--- src/rtl/series_job_scheduler_pkg.sv ---
`default_nettype none
// ============================================================================
// Module      : series_job_scheduler_pkg
// Description : Shared types and default sizes for the series job scheduler.
// Revision    : 1.0 - initial release
// ============================================================================
package series_job_scheduler_pkg;

  localparam int NREQ_DEF    = 4;
  localparam int XW_DEF      = 8;
  localparam int RW_DEF      = 16;
  localparam int TIMEOUT_DEF = 64;

  typedef enum logic [2:0] {
    ST_IDLE      = 3'd0,
    ST_ISSUE     = 3'd1,
    ST_WAIT_BUSY = 3'd2,
    ST_WAIT_DONE = 3'd3,
    ST_RETIRE    = 3'd4
  } sched_state_e;

endpackage
`default_nettype wire

--- src/rtl/series_job_scheduler_rr_arbiter.sv ---
`default_nettype none
// ============================================================================
// Module      : series_job_scheduler_rr_arbiter
// Description : Combinational round-robin pick among pending jobs, searching
//               upward from rr_ptr_i and wrapping at NREQ.
// Revision    : 1.0 - initial release
// ============================================================================
module series_job_scheduler_rr_arbiter
  import series_job_scheduler_pkg::*;
#(
  parameter int NREQ = NREQ_DEF,
  parameter int IW   = 2
) (
  input  logic [NREQ-1:0] pending_i,
  input  logic [IW-1:0]   rr_ptr_i,
  output logic [NREQ-1:0] grant_oh_o,
  output logic [IW-1:0]   grant_idx_o,
  output logic            any_o
);

  logic found;

  // First pending requester at distance k from the pointer wins; the second
  // equality term handles the wrap past NREQ-1 without a modulo operator.
  always_comb begin
    grant_oh_o  = '0;
    grant_idx_o = '0;
    found       = 1'b0;
    for (int k = 0; k < NREQ; k++) begin
      for (int j = 0; j < NREQ; j++) begin
        if (!found && pending_i[j] &&
            ((int'(rr_ptr_i) + k == j) || (int'(rr_ptr_i) + k == j + NREQ))) begin
          found         = 1'b1;
          grant_oh_o[j] = 1'b1;
          grant_idx_o   = IW'(j);
        end
      end
    end
    any_o = found;
  end

endmodule
`default_nettype wire

--- src/rtl/series_job_scheduler.sv ---
`default_nettype none
// ============================================================================
// Module      : series_job_scheduler
// Description : Queues one job per requester, arbitrates round-robin and runs
//               the shared series engine's start/ready handshake, returning
//               each result with a one-cycle done pulse.
//               Optional feature macro: WATCHDOG_TIMEOUT_EN (engine watchdog
//               producing err/eng_reset and a forced zero result).
// Revision    : 1.0 - initial release
// ============================================================================
module series_job_scheduler
  import series_job_scheduler_pkg::*;
#(
  parameter int NREQ    = NREQ_DEF,
  parameter int XW      = XW_DEF,
  parameter int RW      = RW_DEF,
  parameter int TIMEOUT = TIMEOUT_DEF
) (
  input  logic               clock,
  input  logic               reset,
  input  logic [NREQ-1:0]    req,
  input  logic [NREQ*XW-1:0] x_in,
  output logic [NREQ-1:0]    req_acc,
  output logic [NREQ-1:0]    done,
  output logic [RW-1:0]      result,
  output logic               busy,
  output logic               eng_start,
  output logic [XW-1:0]      eng_x,
  input  logic               eng_ready,
  input  logic [RW-1:0]      eng_result,
  output logic               err,
  output logic               eng_reset
);

  localparam int IW = (NREQ > 1) ? $clog2(NREQ) : 1;

  if (NREQ < 2 || NREQ > 8 || TIMEOUT < 1) begin : g_bad_params
    $error("series_job_scheduler: NREQ must be 2..8 and TIMEOUT >= 1");
  end

  sched_state_e    state_q;
  logic [NREQ-1:0] pending_q, pending_d;
  logic [NREQ-1:0] clear_vec, acc_vec;
  logic [XW-1:0]   opnd_q [NREQ];
  logic [IW-1:0]   rr_ptr_q, grant_q;
  logic [NREQ-1:0] done_q;
  logic [RW-1:0]   result_q;
  logic            busy_q, eng_start_q, err_q, eng_reset_q;
  logic [XW-1:0]   eng_x_q, sel_x;
  logic [NREQ-1:0] arb_oh;
  logic [IW-1:0]   arb_idx;
  logic            arb_any;

`ifdef WATCHDOG_TIMEOUT_EN
  localparam int CW = $clog2(TIMEOUT + 1);
  logic [CW-1:0] wd_cnt_q;
  logic          wd_hit;
  assign wd_hit = (wd_cnt_q == CW'(TIMEOUT));
`endif

  series_job_scheduler_rr_arbiter #(
    .NREQ (NREQ),
    .IW   (IW)
  ) u_rr_arbiter (
    .pending_i   (pending_q),
    .rr_ptr_i    (rr_ptr_q),
    .grant_oh_o  (arb_oh),
    .grant_idx_o (arb_idx),
    .any_o       (arb_any)
  );

  // Accept/clear the per-requester job slots; a set in RETIRE beats the clear.
  always_comb begin
    clear_vec = '0;
    if (state_q == ST_RETIRE) begin
      clear_vec[grant_q] = 1'b1;
    end
    acc_vec   = req & (~pending_q | clear_vec);
    pending_d = (pending_q & ~clear_vec) | acc_vec;
  end

  // Operand of the arbitration winner, AND-OR selected by the one-hot grant.
  always_comb begin
    sel_x = '0;
    for (int i = 0; i < NREQ; i++) begin
      if (arb_oh[i]) begin
        sel_x = sel_x | opnd_q[i];
      end
    end
  end

  // Job storage: pending bits and operands latched on acceptance.
  always_ff @(posedge clock or posedge reset) begin
    if (reset) begin
      pending_q <= '0;
      for (int i = 0; i < NREQ; i++) begin
        opnd_q[i] <= '0;
      end
    end else begin
      pending_q <= pending_d;
      for (int i = 0; i < NREQ; i++) begin
        if (acc_vec[i]) begin
          opnd_q[i] <= x_in[i*XW +: XW];
        end
      end
    end
  end

  // Scheduler state machine with registered handshake and completion outputs.
  always_ff @(posedge clock or posedge reset) begin
    if (reset) begin
      state_q     <= ST_IDLE;
      rr_ptr_q    <= '0;
      grant_q     <= '0;
      eng_x_q     <= '0;
      result_q    <= '0;
      eng_start_q <= 1'b0;
      done_q      <= '0;
      busy_q      <= 1'b0;
      err_q       <= 1'b0;
      eng_reset_q <= 1'b0;
`ifdef WATCHDOG_TIMEOUT_EN
      wd_cnt_q    <= '0;
`endif
    end else begin
      eng_start_q <= 1'b0;
      done_q      <= '0;
      err_q       <= 1'b0;
      eng_reset_q <= 1'b0;
      case (state_q)
        ST_IDLE: begin
          if (arb_any) begin
            grant_q     <= arb_idx;
            eng_x_q     <= sel_x;
            eng_start_q <= 1'b1;
            busy_q      <= 1'b1;
            state_q     <= ST_ISSUE;
          end
        end
        ST_ISSUE: begin
          state_q <= ST_WAIT_BUSY;
`ifdef WATCHDOG_TIMEOUT_EN
          wd_cnt_q <= '0;
`endif
        end
        ST_WAIT_BUSY: begin
`ifdef WATCHDOG_TIMEOUT_EN
          wd_cnt_q <= wd_cnt_q + 1'b1;
          if (wd_hit) begin
            result_q        <= '0;
            done_q[grant_q] <= 1'b1;
            err_q           <= 1'b1;
            eng_reset_q     <= 1'b1;
            state_q         <= ST_RETIRE;
          end else if (!eng_ready) begin
            state_q <= ST_WAIT_DONE;
          end
`else
          if (!eng_ready) begin
            state_q <= ST_WAIT_DONE;
          end
`endif
        end
        ST_WAIT_DONE: begin
          if (eng_ready) begin
            result_q        <= eng_result;
            done_q[grant_q] <= 1'b1;
            state_q         <= ST_RETIRE;
          end
`ifdef WATCHDOG_TIMEOUT_EN
          else if (wd_hit) begin
            result_q        <= '0;
            done_q[grant_q] <= 1'b1;
            err_q           <= 1'b1;
            eng_reset_q     <= 1'b1;
            state_q         <= ST_RETIRE;
          end
          wd_cnt_q <= wd_cnt_q + 1'b1;
`endif
        end
        ST_RETIRE: begin
          rr_ptr_q <= (grant_q == IW'(NREQ - 1)) ? '0 : grant_q + 1'b1;
          busy_q   <= 1'b0;
          state_q  <= ST_IDLE;
        end
        default: begin
          state_q <= ST_IDLE;
          busy_q  <= 1'b0;
        end
      endcase
    end
  end

  assign req_acc   = acc_vec;
  assign done      = done_q;
  assign result    = result_q;
  assign busy      = busy_q;
  assign eng_start = eng_start_q;
  assign eng_x     = eng_x_q;

`ifdef WATCHDOG_TIMEOUT_EN
  assign err       = err_q;
  assign eng_reset = eng_reset_q;
`else
  assign err       = 1'b0;
  assign eng_reset = 1'b0;
`endif

endmodule
`default_nettype wire
--- config.mk ---
export PLATFORM = sky130hd
export DESIGN_NAME = series_job_scheduler
export DESIGN_NICKNAME = d
export VERILOG_FILES = /design/src/rtl/series_job_scheduler_pkg.sv /design/src/rtl/series_job_scheduler_rr_arbiter.sv /design/src/rtl/series_job_scheduler.sv
export SDC_FILE = /design/constraint.sdc
export NUM_CORES = 1
export LEC_CHECK = 0
export CORE_ASPECT_RATIO = 1.75
export CORE_MARGIN = 1
export CORE_UTILIZATION = 51
export CTS_CLUSTER_DIAMETER = 40
export DETAILED_ROUTE_END_ITERATION = 10
export GPL_TIMING_DRIVEN = 0
export PLACE_DENSITY = 0.82
export SKIP_LAST_GASP = 1
export SLEW_MARGIN = 20
export SYNTH_ARGS = -nofsm -noshare
export SYNTH_HDL_FRONTEND = slang
export SYNTH_HIERARCHICAL = 1
export SYNTH_SLANG_ARGS = --single-unit
export TNS_END_PERCENT = 50
--- constraint.sdc ---
create_clock -name clock -period 6.45 [get_ports clock]
set_input_delay 0.9675 -clock clock [delete_from_list [all_inputs] [get_ports clock]]
set_output_delay 0.9675 -clock clock [all_outputs]
set_load 0.005 [all_outputs]
## Word-level counts from Yosys, hierarchy flattened

Cells that the tools add are included.

| cells by class | value |
|---|---|
| add/subtract/negate cells | 4 |
| magnitude comparators | 2 |
| equal/unequal tests | 32 |
| multiplexer cells | 64 |
| bitwise gates (word level) | 10 |
| reduce and logical (&&, ||, !) cells | 69 |

Operators with widths:

| kind | count |
|---|---|
| $eq 32x4->1 const B | 12 |
| $eq 32x3->1 const B | 6 |
| $logic_not 32->1 | 4 |
| $eq 32x2->1 const B | 3 |
| $mux 1 | 36 |
| $logic_and 1x1->1 | 32 |
| $mux 8 | 4 |
| $mux 2 | 15 |
| $or 8x8->8 | 3 |
| $logic_not 1->1 | 15 |
| $logic_or 1x1->1 | 12 |
| $mux 4 | 3 |
| $pmux 3 s4 | 1 |
| $mux 3 | 3 |
| $and 4x4->4 | 2 |
| $not 4->4 | 2 |
| $or 4x4->4 | 2 |
| $add 2x2->3 const B | 2 |
| $eq 2x2->1 const B | 3 |
| $eq 3x2->1 const B | 2 |
| $ne 2x2->1 const B | 3 |
| $reduce_and 2->1 | 3 |
| $add 2x1->3 const B | 1 |
| $eq 3x1->1 const B | 1 |
| other kinds (11) | 11 |

| word-level totals | value |
|---|---|
| register bits after elaboration | 73 |
| bits of input ports | 55 |
| output and inout port bits | 36 |
| word-level logic and storage cells | 194 |

## Logic depth before layout (Yosys ltp)

Gate-level depths: netlist of the first run.

| depth | value |
|---|---|
| depth after elaboration | 65 |
| depth in mapped cells | 7 |

## Modules after synthesis

The synthesis of the first run kept the hierarchy.

Modules (own cells, without submodules):

| module | times used | cells each | area an instance (µm²) |
|---|---|---|---|
| series_job_scheduler | 1 | 218 | 3006.6 |
| series_job_scheduler_rr_arbiter | 1 | 29 | 196.4 |

## Worst setup path before layout of the first run

Ideal clock, no wire load.

| timing | value |
|---|---|
| kind | register to output |
| start | reg grant_q[0] |
| end | out req_acc[0] |
| arrival time | 1.161 ns |
| path slack | 4.322 ns |
| cell stages (with the launch flop) | 6 |
| buffers on the path | 0 |
| cell sequence | dfrtp_1 > inv_1 > ha_1 > and4bb_1 > o21ai_4 > inv_1 |

| on the way | value |
|---|---|
| longest elaborated chain between the ends | 7 |

RTL lines:

| what | RTL line | text |
|---|---|---|
| start: declaration | series_job_scheduler.sv:45 | `logic [IW-1:0] rr_ptr_q, grant_q;` |
| start signal: assignment | series_job_scheduler.sv:133 | `grant_q <= arb_idx;` |
| $lt 2x3->1 (not written as such) / $ge 2x1->1 (equally long branches) | series_job_scheduler.sv:76 | `clear_vec[grant_q] = 1'b1;` |
| $logic_and 1x1->1 (not written as such) | series_job_scheduler.sv:76 |  |
| $mux 1 (not written as such) | series_job_scheduler.sv:76 |  |
| $demux 1 s2 (*) | series_job_scheduler.sv:76 |  |
| $mux 4 (*) | series_job_scheduler.sv:75 | `if (state_q == ST_RETIRE) begin` |
| $or 4x4->4 (*) | series_job_scheduler.sv:78 | `acc_vec = req & (~pending_q \| clear_vec);` |
| $and 4x4->4 (*) | series_job_scheduler.sv:78 |  |
| end: declaration | series_job_scheduler.sv:23 | `output logic [NREQ-1:0] req_acc,` |

Every way passes the cells marked *; elsewhere a longest branch is shown, timed or not.

## Worst setup path in the final report of the first run

| timing | value |
|---|---|
| start | in req[2] |
| end | out req_acc[2] |

| on the way | value |
|---|---|
| longest elaborated chain between the ends | 1 |

RTL lines:

| what | RTL line | text |
|---|---|---|
| start: declaration | series_job_scheduler.sv:21 | `input logic [NREQ-1:0] req,` |
| $and 4x4->4 | series_job_scheduler.sv:78 |  |

No other way between the ends.

==> reports/qor.csv, run 1 <==
stage;metric;value;unit
synthesis;yosys_register_bits;73;
global_routing;grt_max_degree;60;
global_routing;overflow;0;
critical_path;crit_slowest_cell;clkdlybuf4s50_1;
synthesis;yosys.area.top_type;dfrtp_1;
finish;fillers;428;
synthesis;synthMuxAreaShare;17.6;%
floorplanning;core_area;5970;um2
critical_path;cp_max_fo;9;
global_routing;grt_pass1_vias;2291;
synthesis;ys_seq_area_share;57.0;%
drt;vias_per_cell;5.30;
finish;syn_to_final_growth;36.3;%
drt;final_antenna_net_count;0;
pwr;cellLeakagePower;1.94;nW
timing;fin_crit_sh;49.3;%
floorplanning;die_h;107;um
timing;setup_tns;0;ns
pwr;power_density;385;nW/um2
job;cap_violations;0;
drt;initialDrtViolationCount;116;
placed_design;place.port_buffers;88;
critical_path;startpoint_type;primary input;
floorplanning;die_area;6610;um2
floorplanning;num_io_pins;91;
finish;diodes;0;
clocking;cts_max_path_buffers;2;
synthesis;yosys_warnings;6;
worst_hold_path;hold_path.class;register to register;
synthesis;synth-compound-area-share;11.0;%
drt;dr.pass1.iters;4;
synthesis;syn_avg_cell_area;13.0;um2
timing;slew_viol_final;0;
critical_path;reg2reg_depth;6;
finish;drive_gt1_share;23.2;%
synthesis;yosysUniqueCellTypes;37;
clocking;cts-buffers-inserted;9;
global_routing;track_usage;23.6;%
synthesis;synthCells;247;
critical_path;required;5.48;ns
drt;wirelength;6850;um
timing;fin_crit;3.18;ns
drt;post-route-drc-count;0;
timing;hold_viol_final;0;
synthesis;synth_xor_xnor_area_share;0;%
clocking;cts_sinks;73;
synthesis;synth_area;3200;um2
clocking;ctsResizeCount;0;
critical_path;arrival;2.21;ns
critical_path;cp_cell_sequence;clkdlybuf4s50_1, o21ai_4, inv_1, clkdlybuf4s50_1;
global_routing;grt_pass1_wl;11000;um
global_routing;antenna_found_initial;0;
floorplanning;fp-row-count;37;
drt;wl_per_cell;15.9;um
synthesis;synth.area.top_cells;dfrtp_1, mux2_2, a22oi_1, nor2_1, o21ai_4;
critical_path;crit_family;buffers and inverters;
critical_path;path_common_cell;clkdlybuf4s50_1;
floorplanning;initial_utilization;53.6;%
finish;final_nets;407;
status;status;completed;
synthesis;synth_edf_count;0;
synthesis;synthArstFlopShare;100;%
critical_path;path_depth;4;
floorplanning;chipWidth;61.9;um
clocking;cts_tree;done;
timing;rsz0062_at_grt;false;
clocking;cts_root_buffer;clkbuf_8;
timing;clock_skew;0.00507;ns
clocking;cts.htree.levels;3;
synthesis;yosys.area_share.simple;9.18;%
critical_path;end_kind;output pin;
timing;fmax;314;MHz
timing;setup_viol;0;
timing;fin_ws;3.27;ns
placed_design;post-dp-hpwl;5050;um
worst_hold_path;hold-path-cell-count;1;
synthesis;synth_top_family_by_area;multiplexers;
clocking;clk_latency;0.33;ns
synthesis;yosysMostFrequentCell;dfrtp_1;
drt;num_vias;2285;
pwr;vdd_drop_max;0.228;mV
placed_design;pre_cts_slack;3.26;ns
synthesis;synthTopCellsByCount;dfrtp_1, mux2_2, nor2_1, a22oi_1, inv_1;
clocking;ctsHoldBuffers;0;
clocking;cts.clk_slew.worst_paths;0.07;ns
synthesis;yosysTopAreaCellShare;57.0;%
synthesis;synth_fa_ha_area_share;1.56;%
critical_path;slowest_delay;0.52;ns
clocking;post_cts_buffers;0;
critical_path;worst-path-buf-inv;3;
critical_path;path_class;primary input to output pin;
placed_design;globalplace.congestion;0.854;
synthesis;synthFlopType;dfrtp_1;
==> stage by stage <==
stage | total power (W) | std cells | cell area, um2 | hold WS, ns | utilization, %
detailed placement | 0.00140 | 415 | 4220 | 0.486 | 70.6
global placement | 0.00137 | 414 | 4190 | 0.476 | 70.1
CTS | 0.00170 | 431 | 4370 | 0.501 | 73.1
finish | 0.00168 | 431 | 4370 | 0.500 | 73.1
floorplan | 0.00108 | 248 | 3210 | 0.465 | -
global route | 0.00179 | 431 | 4370 | 0.522 | 73.1
==> logic make-up after synthesis <==
| family | Yosys count |
|---|---|
| flip-flops | 73 |
| multiplexers | 50 |
| AND/OR/NAND/NOR | 49 |
| AO/OA/AOI/OAI | 45 |
| buffers and inverters | 25 |
| adder cells (fa/ha/maj) | 4 |
| other | 1 |
==> per-layer routing <==
metal | track usage [%] | share of wire [%]
met2 | 39.0 | 54
met1 | 27.9 | 39
met4 | 13.2 | 4.1
met5 | 0 | 0
met3 | 3.98 | 2.8
==> registers in the layout (all words and copies together), names as in the netlist <==
name / flops
opnd_q: 32
result: 16
eng_x: 8
done: 4
pending_q: 4
state_q: 3
grant_q: 2
rr_ptr_q: 2
busy: 1
eng_start: 1
==> cells in the final DEF (no fill, tap or decap), types with 5 or more instances in the layout <==
cell             count
a31oi_1              8
dfrtp_1             73
nor2_1              19
mux2_2              49
a21oi_1              5
and2_1               5
buf_2                6
clkdlybuf4s50_1     88
inv_1               11
clkbuf_1             7
clkbuf_8             9
o21ai_0              5
a22oi_1             16
==> cell type report <==
type	instances	area, um2	area share (%)
buffer	13	67.6	1.55
clock buffer	16	150	3.44
inverter	12	47.5	1.09
multi-input combinational	150	1270	29.0
sequential	73	1830	41.8
tap	78	97.6	2.24
timing repair buffer	89	908	20.8
==> where the power goes <==
| part | leakage (nW) | total [W] | switching (W) | internal, W |
|---|---|---|---|---|
| logic | 0.974 | 0.000656 | 0.000263 | 0.000393 |
| registers | 0.894 | 0.000735 | 0.000107 | 0.000628 |
| clock network | 0.0730 | 0.000291 | 0.000150 | 0.000141 |
| total | 1.94 | 0.00168 | 0.000519 | 0.00116 |
==> worst reg2reg max path, cell delays in order, from the launching register on <==
cell	delay (ns)
dfrtp_1	0.51
nor2b_4	0.24
nor3_1	0.06
o31a_1	0.27
buf_1	0.22
a22oi_1	0.31
a31oi_1	0.12
==> path summary, 6_finish.rpt <==
check / startpoint / endpoint / slack (ns)
worst max-delay path: req[2] / req_acc[2] / 3.27
worst min-delay path: opnd_q[16] / opnd_q[16] / 0.50
worst max register to register: pending_q[2] / eng_x[3] / 4.61
worst min register to register: opnd_q[16] / opnd_q[16] / 0.50
max in group asynchronous: reset / opnd_q[2] / 4.98
min in group asynchronous: reset / result[3] / 0.93
Power figures use the tool's default switching activity.
==> run 2: changes to the inputs <==
--- a/config.mk
+++ b/config.mk
@@ -7,11 +7,11 @@
 export LEC_CHECK = 0
 export CORE_ASPECT_RATIO = 1.75
 export CORE_MARGIN = 1
-export CORE_UTILIZATION = 51
+export CORE_UTILIZATION = 43
 export CTS_CLUSTER_DIAMETER = 40
 export DETAILED_ROUTE_END_ITERATION = 10
 export GPL_TIMING_DRIVEN = 0
-export PLACE_DENSITY = 0.82
+export PLACE_DENSITY = 0.73
 export SKIP_LAST_GASP = 1
 export SLEW_MARGIN = 20
 export SYNTH_ARGS = -nofsm -noshare
==> constraint.sdc (replaced) <==
create_clock -name clock -period 2.7 [get_ports clock]
set_input_delay 0.405 -clock clock [delete_from_list [all_inputs] [get_ports clock]]
set_output_delay 0.405 -clock clock [all_outputs]
set_load 0.005 [all_outputs]
==> run 2 against run 1 <==
  * Power grew to 2.6 times the previous value
  * Sequential share of layout area is 1.3 points lower
  * Worst setup slack worse by 3.1 ns
  * Largest power group unchanged
==> reports/qor.csv, run 2 (synthesis results as in run 1) <==
stage;metric;value;unit;change
placed_design;place.port_buffers;88;;unchanged
global_routing;antenna_found_initial;0;;unchanged
clocking;cts_tree;done;;unchanged
clocking;post_cts_buffers;0;;unchanged
timing;fin_crit_sh;95.6;%;
finish;multi_input_area;1270;um2;unchanged
timing;slew_viol_final;0;;unchanged
job;cap_violations;0;;unchanged
clocking;ctsHoldBuffers;0;;unchanged
placed_design;globalplace.congestion;0.817;;was 0.854
pwr;seqPwrFrac;39.6;%;was 43.7%
drt;vias_per_cell;5.17;;was 5.30
clocking;cts.clk_slew.worst_paths;0.06;ns;was 0.07 ns
finish;diodes;0;;unchanged
drt;wirelength;7210;um;was 6850 um
critical_path;required;2.30;ns;was 5.48 ns
timing;clock_skew;0.00455;ns;was 0.00507 ns
critical_path;path_class;register to output pin;;was primary input to output pin
finish;ff_latch_area;1830;um2;unchanged
clocking;cts_sinks;73;;unchanged
global_routing;track_usage;21.1;%;was 23.6%
global_routing;overflow;0;;unchanged
drt;num_vias;2264;;was 2,285
global_routing;grt_pass1_vias;2358;;was 2,291
pwr;p_switching;0.00131;W;was 0.000519 W
critical_path;startpoint_type;register;;was primary input
floorplanning;die_area;7810;um2;was 6610 um2
timing;hold_viol_final;0;;unchanged
critical_path;arrival;2.17;ns;was 2.21 ns
clocking;ctsResizeCount;0;;unchanged
floorplanning;fp-row-count;41;;was 37
finish;final_common_cell;clkdlybuf4s50_1;;unchanged
finish;final_cells;438;;was 431
status;status;completed;;unchanged
worst_hold_path;hold_path.class;primary input to asynchronous set/reset pin;;was register to register
finish;final_nets;407;;unchanged
floorplanning;die_h;116;um;was 107 um
pwr;cellLeakagePower;2.01;nW;was 1.94 nW
placed_design;placedCellCount;423;;was 415
critical_path;reg2reg_slack;0.83;ns;was 4.61 ns
critical_path;reg2reg_depth;6;;unchanged
pwr;power_density;986;nW/um2;was 385 nW/um2
critical_path;rr_startpoint;pending_q[2];;unchanged
clocking;cts-buffers-inserted;9;;unchanged
drt;wl_per_cell;16.5;um;was 15.9 um
clocking;cts_max_path_buffers;2;;unchanged
timing;setup_viol;0;;unchanged
drt;initialDrtViolationCount;203;;was 116
timing;setup_tns;0;ns;unchanged
finish;fillers;595;;was 428
finish;syn_to_final_growth;40.7;%;was 36.3%
timing;fin_crit;2.58;ns;
drt;post-route-drc-count;0;;unchanged
timing;fmax;388;MHz;
floorplanning;chipWidth;67.2;um;was 61.9 um
pwr;pwr-share-comb;35.4;%;was 39.0%
finish;largest_reg_flops;32;;unchanged
finish;drive_gt1_share;24.7;%;was 23.2%
finish;final_cell_mix;clkdlybuf4s50_1, dfrtp_1, mux2_2;;unchanged
pwr;p_int;0.00313;W;was 0.00116 W
pwr;vdd_drop_max;0.866;mV;was 0.228 mV
pwr;swShare;29.5;%;was 30.9%
global_routing;grt_pass1_wl;11700;um;was 11,000 um
critical_path;cp_max_fo;9;;unchanged
finish;final_util;62.3;%;was 73.1%
drt;final_antenna_net_count;0;;unchanged
clocking;clk_latency;0.33;ns;about the same
floorplanning;num_io_pins;91;;unchanged
placed_design;post-dp-hpwl;5280;um;was 5050 um
critical_path;end_kind;output pin;;unchanged
critical_path;crit-reg2reg-capture;eng_x[7];;was eng_x[3]
clocking;cts_root_buffer;clkbuf_16;;was clkbuf_8
finish;top_register;opnd_q;;unchanged
clocking;cts.htree.levels;3;;unchanged
pwr;pwr-share-clk;25.0;%;was 17.3%
timing;rsz0062_at_grt;false;;unchanged
floorplanning;initial_utilization;44.3;%;was 53.6%
global_routing;grt_max_degree;60;;unchanged
floorplanning;core_area;7230;um2;was 5970 um2
drt;dr.pass1.iters;4;;unchanged
run 2: cell count changes in the layout (fill, tap and decap cells not counted), sizes merged:
cell,delta
clkinvlp,+1
clkbuf,-3
clkinv,+1
run 2: per-layer routing:
| metal | vias up | global-route usage [%] | part of all wire [%] |
|---|---|---|---|
| li1 | 1067 | - | - |
| met1 | 1139 | 24.5 | 38 |
| met2 | 48 | 35.3 | 56 |
| met3 | 10 | 5.47 | 3.3 |
| met4 | 0 | 10.5 | 2.5 |
| met5 | - | 0 | 0 |
run 2: how the worst max path moves through the flow:
| stage | from | to | slack, ns | depth (start not counted) |
|---|---|---|---|---|
| after global routing | grant_q[0] | req_acc[0] | 0.02 | 6 |
| after floorplan | reset | busy | 0.44 | 1 |
| after detailed placement | grant_q[0] | req_acc[0] | 0.48 | 6 |
| after CTS | grant_q[0] | req_acc[0] | 0.11 | 6 |
| final | grant_q[0] | req_acc[0] | 0.12 | 6 |
| after global placement | reset | opnd_q[2] | -0.73 | 2 |
run 2: stage by stage:
stage               power, W  setup WS [ns]  hold slack, ns  area (um2)
finish               0.00445          0.120           0.348        4510
global route         0.00472         0.0214           0.368        4510
CTS                  0.00450          0.112           0.347        4510
detailed placement   0.00336          0.480           0.494        4230
global placement     0.00330         -0.725           0.478        4200
floorplan            0.00258          0.442           0.465        3210
run 2: area by class of cell:
cell class,instances,share of cell area (%)
buffer,13,1.50
clock buffer,13,6.00
clock inverter,2,0.278
inverter,12,1.05
multi-input combinational,150,28.1
sequential,73,40.5
tap,86,2.39
timing repair buffer,89,20.1
run 2: worst max-delay path, stage by stage, from the launching register on:
cell and delay, ns:
dfrtp_1 0.39, inv_1 0.09, ha_1 0.21, and4bb_1 0.27
o21ai_4 0.32, inv_1 0.08, clkdlybuf4s50_1 0.47
run 2: power by group through the flow:
stage | sequential, W | combinational [W] | clock (W)
6_report | 0.00176 | 0.00157 | 0.00111
5_1_grt | 0.00182 | 0.00172 | 0.00118
4_1_cts | 0.00176 | 0.00160 | 0.00113
3_5_place_dp | 0.00178 | 0.00158 | 0
3_3_place_gp | 0.00175 | 0.00155 | 0
2_1_floorplan | 0.00173 | 0.000849 | 0
